[src/rtl/nand_flash_responder.sv]
// nand_flash_responder
//   Device-side model of a NAND flash part. It decodes the controller's pin
//   activity, oversampled on PCLK, and serves a small flop array, a page
//   buffer, ID bytes and a status byte. R_B_n follows the busy timing.
//
// Ports
//   PCLK, PRESETN     : clock, asynchronous active-low reset
//   nCE, CLE, ALE     : chip enable (low), command / address latch enables
//   nWE, nRE          : write strobe (latches on rise), read strobe (low)
//   nWP               : write protect, active low
//   IO_IN             : bus from controller
//   IO_OUT, IO_OE     : bus to controller and its output enable
//   R_B_n             : ready/busy, 0 = busy
module nand_flash_responder #(
  parameter int unsigned PAGE_BYTES      = 16,
  parameter int unsigned NUM_PAGES       = 16,
  parameter int unsigned PAGES_PER_BLOCK = 4,
  parameter logic [31:0] ID_BYTES        = 32'hEC_F1_00_95,
  parameter int unsigned T_READ          = 8,
  parameter int unsigned T_PROG          = 20,
  parameter int unsigned T_ERASE         = 40,
  parameter int unsigned T_RST           = 4
) (
  input  logic       PCLK,
  input  logic       PRESETN,
  input  logic       nCE,
  input  logic       CLE,
  input  logic       ALE,
  input  logic       nWE,
  input  logic       nRE,
  input  logic       nWP,
  input  logic [7:0] IO_IN,
  output logic [7:0] IO_OUT,
  output logic       IO_OE,
  output logic       R_B_n
);

  localparam int unsigned CW = $clog2(PAGE_BYTES);
  localparam int unsigned RW = $clog2(NUM_PAGES);
  localparam int unsigned BW = $clog2(PAGES_PER_BLOCK);
  localparam int unsigned TW = 16;

  // Pin bundle {nCE, CLE, ALE, nWE, nRE, nWP, IO}; reset to the idle pin levels.
  localparam logic [13:0] PIN_IDLE = {1'b1, 1'b0, 1'b0, 1'b1, 1'b1, 1'b1, 8'h00};

  typedef enum logic [1:0] {S_IDLE, S_ADDR, S_DATA_IN, S_BUSY} state_t;
  typedef enum logic [1:0] {OP_ID, OP_READ, OP_PROG, OP_ERASE} op_t;
  typedef enum logic [1:0] {M_NONE, M_ID, M_STATUS, M_PAGE} mode_t;
  typedef enum logic [1:0] {C_NONE, C_READ, C_PROG, C_ERASE} commit_t;

  // ---------------- synchronizers and strobe edges ----------------
  logic [13:0] sync1, sync2;
  logic        we_prev, re_prev;

  always_ff @(posedge PCLK or negedge PRESETN) begin
    if (!PRESETN) begin
      sync1   <= PIN_IDLE;
      sync2   <= PIN_IDLE;
      we_prev <= 1'b1;
      re_prev <= 1'b1;
    end else begin
      sync1   <= {nCE, CLE, ALE, nWE, nRE, nWP, IO_IN};
      sync2   <= sync1;
      we_prev <= sync2[10];
      re_prev <= sync2[9];
    end
  end

  logic       s_nce, s_cle, s_ale, s_nwe, s_nre, s_nwp;
  logic [7:0] io_s;
  assign {s_nce, s_cle, s_ale, s_nwe, s_nre, s_nwp, io_s} = sync2;

  logic we_rise, re_rise, cmd_cyc, addr_cyc, data_cyc;
  assign we_rise  = s_nwe & ~we_prev & ~s_nce;
  assign re_rise  = s_nre & ~re_prev & ~s_nce;
  assign cmd_cyc  = we_rise &  s_cle & ~s_ale;
  assign addr_cyc = we_rise & ~s_cle &  s_ale;
  assign data_cyc = we_rise & ~s_cle & ~s_ale;

  // ---------------- control FSM ----------------
  state_t      state, state_nxt;
  op_t         op, op_nxt;
  commit_t     commit, commit_nxt;
  logic [1:0]  acnt, acnt_nxt;
  logic [TW-1:0] cnt, cnt_nxt;

  logic  fill_buf, wr_col, wr_row, wr_data, do_commit, fail_set, fail_clr, mode_set;
  mode_t mode, mode_val;

  always_ff @(posedge PCLK or negedge PRESETN) begin
    if (!PRESETN) begin
      state  <= S_IDLE;
      op     <= OP_ID;
      commit <= C_NONE;
      acnt   <= '0;
      cnt    <= '0;
    end else begin
      state  <= state_nxt;
      op     <= op_nxt;
      commit <= commit_nxt;
      acnt   <= acnt_nxt;
      cnt    <= cnt_nxt;
    end
  end

  always_comb begin
    state_nxt  = state;
    op_nxt     = op;
    commit_nxt = commit;
    acnt_nxt   = acnt;
    cnt_nxt    = cnt;
    fill_buf   = 1'b0;
    wr_col     = 1'b0;
    wr_row     = 1'b0;
    wr_data    = 1'b0;
    do_commit  = 1'b0;
    fail_set   = 1'b0;
    fail_clr   = 1'b0;
    mode_set   = 1'b0;
    mode_val   = M_NONE;

    // Busy countdown runs independently of the strobes so that a status
    // command (or nCE high) never stalls it; 0xFF below may override it.
    if (state == S_BUSY) begin
      if (cnt == '0) begin
        state_nxt = S_IDLE;
        do_commit = 1'b1;
      end else begin
        cnt_nxt = cnt - 1'b1;
      end
    end

    if (cmd_cyc) begin
      if (io_s == 8'hFF) begin
        state_nxt  = S_BUSY;
        cnt_nxt    = TW'(T_RST - 1);
        commit_nxt = C_NONE;
        do_commit  = 1'b0;
        mode_set   = 1'b1;
        mode_val   = M_NONE;
      end else if (io_s == 8'h70) begin
        mode_set = 1'b1;
        mode_val = M_STATUS;
      end else if (state != S_BUSY) begin
        state_nxt = S_IDLE;
        case (io_s)
          8'h90: begin
            op_nxt    = OP_ID;
            acnt_nxt  = '0;
            state_nxt = S_ADDR;
            mode_set  = 1'b1;
            mode_val  = M_ID;
          end
          8'h00: begin
            op_nxt    = OP_READ;
            acnt_nxt  = '0;
            state_nxt = S_ADDR;
          end
          8'h80: begin
            op_nxt    = OP_PROG;
            acnt_nxt  = '0;
            state_nxt = S_ADDR;
            fill_buf  = 1'b1;
          end
          8'h60: begin
            op_nxt    = OP_ERASE;
            acnt_nxt  = '0;
            state_nxt = S_ADDR;
          end
          8'h30: begin
            if (state == S_ADDR && op == OP_READ && acnt == 2'd2) begin
              state_nxt  = S_BUSY;
              cnt_nxt    = TW'(T_READ - 1);
              commit_nxt = C_READ;
            end
          end
          8'h10: begin
            if (state == S_DATA_IN) begin
              state_nxt  = S_BUSY;
              cnt_nxt    = TW'(T_PROG - 1);
              commit_nxt = s_nwp ? C_PROG : C_NONE;
              fail_set   = ~s_nwp;
              fail_clr   = s_nwp;
            end
          end
          8'hD0: begin
            if (state == S_ADDR && op == OP_ERASE && acnt == 2'd1) begin
              state_nxt  = S_BUSY;
              cnt_nxt    = TW'(T_ERASE - 1);
              commit_nxt = s_nwp ? C_ERASE : C_NONE;
              fail_set   = ~s_nwp;
              fail_clr   = s_nwp;
            end
          end
          default: ;
        endcase
      end
    end else if (addr_cyc && state == S_ADDR) begin
      case (op)
        OP_ID: state_nxt = S_IDLE;
        OP_READ: begin
          if (acnt == 2'd0) begin
            wr_col   = 1'b1;
            acnt_nxt = 2'd1;
          end else if (acnt == 2'd1) begin
            wr_row   = 1'b1;
            acnt_nxt = 2'd2;
          end
        end
        OP_PROG: begin
          if (acnt == 2'd0) begin
            wr_col   = 1'b1;
            acnt_nxt = 2'd1;
          end else begin
            wr_row    = 1'b1;
            acnt_nxt  = 2'd2;
            state_nxt = S_DATA_IN;
          end
        end
        OP_ERASE: begin
          if (acnt == 2'd0) begin
            wr_row   = 1'b1;
            acnt_nxt = 2'd1;
          end
        end
        default: ;
      endcase
    end else if (data_cyc && state == S_DATA_IN) begin
      wr_data = 1'b1;
    end
  end

  assign R_B_n = (state != S_BUSY);

  // ---------------- datapath: array, page buffer, pointers ----------------
  logic [7:0]    mem  [NUM_PAGES][PAGE_BYTES];
  logic [7:0]    pbuf [PAGE_BYTES];
  logic [CW-1:0] ptr;
  logic [RW-1:0] row;
  logic [1:0]    idx;
  logic          fail;

  always_ff @(posedge PCLK or negedge PRESETN) begin
    if (!PRESETN) begin
      for (int unsigned p = 0; p < NUM_PAGES; p++)
        for (int unsigned b = 0; b < PAGE_BYTES; b++)
          mem[p][b] <= 8'hFF;
      for (int unsigned b = 0; b < PAGE_BYTES; b++)
        pbuf[b] <= 8'hFF;
      ptr  <= '0;
      row  <= '0;
      idx  <= '0;
      fail <= 1'b0;
      mode <= M_NONE;
    end else begin
      if (fill_buf)
        for (int unsigned b = 0; b < PAGE_BYTES; b++)
          pbuf[b] <= 8'hFF;
      if (wr_col) ptr <= io_s[CW-1:0];
      if (wr_row) row <= io_s[RW-1:0];
      if (wr_data) begin
        pbuf[ptr] <= io_s;
        ptr       <= ptr + 1'b1;
      end
      if (fail_set) fail <= 1'b1;
      if (fail_clr) fail <= 1'b0;
      if (mode_set) begin
        mode <= mode_val;
        if (mode_val == M_ID) idx <= '0;
      end
      if (re_rise) begin
        if (mode == M_ID)   idx <= idx + 1'b1;
        if (mode == M_PAGE) ptr <= ptr + 1'b1;
      end
      if (do_commit) begin
        case (commit)
          C_READ: begin
            for (int unsigned b = 0; b < PAGE_BYTES; b++)
              pbuf[b] <= mem[row][b];
            mode <= M_PAGE;
          end
          C_PROG: begin
            for (int unsigned b = 0; b < PAGE_BYTES; b++)
              mem[row][b] <= mem[row][b] & pbuf[b];
          end
          C_ERASE: begin
            // Every page sharing the row's block bits is erased.
            for (int unsigned p = 0; p < NUM_PAGES; p++)
              if ((RW'(p) >> BW) == (row >> BW))
                for (int unsigned b = 0; b < PAGE_BYTES; b++)
                  mem[p][b] <= 8'hFF;
          end
          default: ;
        endcase
      end
    end
  end

  // ---------------- read output ----------------
  logic [7:0] cur_byte;

  always_comb begin
    cur_byte = '0;
    case (mode)
      M_ID: begin
        case (idx)
          2'd0:    cur_byte = ID_BYTES[31:24];
          2'd1:    cur_byte = ID_BYTES[23:16];
          2'd2:    cur_byte = ID_BYTES[15:8];
          default: cur_byte = ID_BYTES[7:0];
        endcase
      end
      M_STATUS: cur_byte = {s_nwp, R_B_n, 5'b00000, fail};
      M_PAGE:   cur_byte = pbuf[ptr];
      default:  cur_byte = '0;
    endcase
  end

  always_ff @(posedge PCLK or negedge PRESETN) begin
    if (!PRESETN) begin
      IO_OUT <= '0;
      IO_OE  <= 1'b0;
    end else if (!s_nce && !s_nre && mode != M_NONE) begin
      IO_OUT <= cur_byte;
      IO_OE  <= 1'b1;
    end else begin
      IO_OUT <= '0;
      IO_OE  <= 1'b0;
    end
  end

endmodule

[config.mk]
export PLATFORM = sky130hd
export DESIGN_NAME = nand_flash_responder
export DESIGN_NICKNAME = d
export VERILOG_FILES = /design/src/rtl/nand_flash_responder.sv
export SDC_FILE = /design/constraint.sdc
export NUM_CORES = 2
export LEC_CHECK = 0
export CORE_UTILIZATION = 60
export DETAILED_ROUTE_END_ITERATION = 16
export PLACE_DENSITY_LB_ADDON = 0.12
export RECOVER_POWER = 100
export SLEW_MARGIN = 20
export SYNTH_ARGS = -nofsm -noshare
export SYNTH_HDL_FRONTEND = slang
export SYNTH_SLANG_ARGS = --single-unit
[constraint.sdc]
create_clock -name PCLK -period 3.7 [get_ports PCLK]
set_input_delay 0.925 -clock PCLK [delete_from_list [all_inputs] [get_ports PCLK]]
set_output_delay 0.925 -clock PCLK [all_outputs]
set_load 0.02 [all_outputs]
==> reports/metrics.cfg <==
[sta]
slew_headroom = -0.807
setup_viol = 1
rsz0062_at_grt = false
fin_crit_ns = 3.71
min_period_over_period = 1.00
hold_viol_final = 0
setup-tns-final_ns = -0.0125
worst_slew_pin_slew_ns = 2.71
fin_skew_ns = 0.0619
fin_ws_ns = -0.0125
slew_viol_final = 1363
fmax_mhz = 269

[drt]
routed_wl_um = 339000
drc_errors = 0
vias = 79000
firstDrtPassIters = 8
ant_nets = 0
vias_per_cell = 6.90
wire_per_inst_um = 29.6
drtIter0Drc = 9861

[synth]
synth_area_leaders = dfstp_2, mux4_2, a21oi_1
async_reset_ff_frac = 1.00
synth_cell_types = 55
yosys_most_used_dff = dfstp_2
yosys_warnings = 0
ys_seq_area_frac = 0.581
synth_largest_area_cell = dfstp_2
syn_area_per_cell_um2 = 10.9
synth-compound-area-share = 0.131
synth_area_um2 = 102000
synthAdderAreaFrac = 0.00172
synth_top_family_by_area = compound AO/OA/AOI/OAI gates
synthXorXnorAreaFrac = 0.00112
synth_mux_area_frac = 0.121
synthSimpleGateAreaFrac = 0.124
netlist_instances = 9306
synth_seq_cells = 2252
yosysTopAreaCellShare = 0.564
syn_nets = 9336
synth_enable_flop_cells = 0

[finish]
instances_no_fill = 11500
utilization = 0.671
drive_above_1_share = 0.376
nNetsFinal = 9089
finalInstanceArea_um2 = 113000
mostFrequentLayoutCells = nor2_1, a21oi_1, dfstp_2, mux4_2, nand3_1
final_common_cell = nor2_1
area_growth_pct = 10.6

[placed_design]
post-place-cells = 11000
dp_hpwl_um = 195000
port_buffers = 25
dpl_cell_area_um2 = 106000
place.gp.congestion = 0.946

[global_route]
gr-total-overflow = 0
antenna_found_initial = 9
grt_pass1_vias = 79900
grt.total_usage = 0.401
grt_pass1_wl_um = 511000
grt_max_degree = 112

[power_and_ir_drop]
p_int_mw = 39.1
p_leak_nw = 42.4
p_seq_frac = 0.499
pwr-share-comb = 0.043
clkPwrFrac = 0.459
switchingPower_mw = 12.0
vdd_drop_max_uv = 480
powerDensity_nw_per_um2 = 454
sw_frac_of_total = 0.235

[clock_tree]
cts_tree = yes
cts_resized = 0
cts_max_level = 4
cts_sinks = 2252
cts_hold_buf = 0
path_clk_slew_ns = 0.06
insertion_delay_ns = 0.90
cts-root-buf = clkbuf_16
clk_path_buf_depth = 3
postCtsSetupBuffers = 0
cts_buffers = 225

[critical_path]
crit_path_max_fanout = 50
cp_top_family = flip-flops
critPathArrivalTime_ns = 4.49
cp_cell_sequence = buf_6 > mux4_2 > a22oi_1 > nand3_1 > nand2_1 > clkbuf_2 > a21oi_1
cpPeakStageDelay_ns = 1.22
r2r.worst_path.cells = 7
reg2reg_from = row[3]
cp-end-kind = register
timing.rr.end = mem[695]
worst_ep_required_time_ns = 4.48
worst-path-buf-inv = 2
critical_path_class = register to register
cp_slowest_cell = dfrtp_2
regToRegSetupSlack_ns = -0.01
crit_path_start_kind = register

[die]
io_pins = 26
placementRows = 150
fp.dieArea_um2 = 171000
die_x_um = 414
die_h_um = 414
initial_core_util = 0.607
core_area_um2 = 168000

[status]
violations = capacitance limit, slew limit, setup timing
status = finished, violations left

[job]
max-cap-violations = 22

[min_path]
worstHoldPathType = input port to async pin

area by class of cell:
cell class | count | area (um2)
flip-flops and latches | 2252 | 59100
fillers | 12600 | 55300
multi-input cells | 6169 | 38800
clock buffers | 346 | 6780
repair buffers | 395 | 4110
well taps | 2204 | 2760
clock inverters | 66 | 933
inverters | 16 | 60.1
diodes | 2 | 5.00
stage by stage:
| stage | setup slack (ns) | power [mW] | hold WS, ns |
|---|---|---|---|
| floorplan | 0.743 | 26.7 | 0.331 |
| global placement | 0.401 | 28.0 | 0.335 |
| detailed placement | 0.330 | 28.1 | 0.336 |
| CTS | 0.0829 | 51.3 | 0.119 |
| global route | 0.0336 | 52.4 | 0.0997 |
| finish | -0.0125 | 51.1 | 0.104 |
cells in the mapped netlist, drive strengths merged (7+ instances only):
| library cell | count |
|---|---|
| mux4 | 545 |
| or2 | 31 |
| nor2b | 11 |
| mux2 | 7 |
| nand4 | 24 |
| buf | 340 |
| nor3b | 8 |
| inv | 16 |
| nor3 | 11 |
| dfrtp | 66 |
| clkbuf | 529 |
| a21oi | 2195 |
| o21ai | 19 |
| xor2 | 8 |
| o211ai | 17 |
| a22oi | 142 |
| o22ai | 130 |
| and4 | 8 |
| o31ai | 7 |
| and2 | 8 |
| dfstp | 2186 |
| ha | 14 |
| nand2 | 283 |
| nand2b | 101 |
| nor2 | 2226 |
| nand3 | 289 |
| nor4 | 26 |
state kept, by name, indices dropped and copies added (netlist names), 2 cells and up:
register,flops
sync2,14
state,2
pbuf,128
sync1,14
IO_OUT,8
acnt,2
cnt,16
commit,2
mode,2
mem,2048
row,4
ptr,4
op,2
idx,2
how the worst max path moves through the flow:
stage / start / to / slack (ns) / cells past startpoint
2_1_floorplan: ptr[0] / pbuf[10] / 0.74 / 11
6_report: row[3] / mem[695] / -0.01 / 7
4_1_cts: state[0] / R_B_n / 0.08 / 3
5_1_grt: state[0] / R_B_n / 0.03 / 3
3_3_place_gp: cnt[6] / mem[1703] / 0.40 / 7
3_5_place_dp: cnt[6] / mem[1702] / 0.33 / 7
power by group through the flow:
stage / combinational [mW] / sequential, mW / clock, mW
4_1_cts: 2.26 / 25.5 / 23.6
2_1_floorplan: 1.24 / 25.5 / 0
3_3_place_gp: 2.20 / 25.8 / 0
6_report: 2.18 / 25.5 / 23.5
5_1_grt: 2.35 / 25.5 / 24.5
3_5_place_dp: 2.24 / 25.8 / 0
layer usage:
metal  routed length, um  global-route usage  up-vias  part of all wire
met5                  54             0.00226        -           0.00016
met4               16900               0.176        8             0.050
met3               42400               0.115     1184              0.12
met2              152000               0.598     5222              0.45
met1              128000               0.551    40500              0.38
li1                    -                   -    32100                 -
kinds of logic after synthesis:
logic type      count (synthesis)
flops                        2252
xor+xnor                       13
fa+ha+maj                      14
mux                           552
simple gates                 3056
buf+inv                       885
compound gates               2534
No activity file was read; power rests on OpenSTA's default activity.
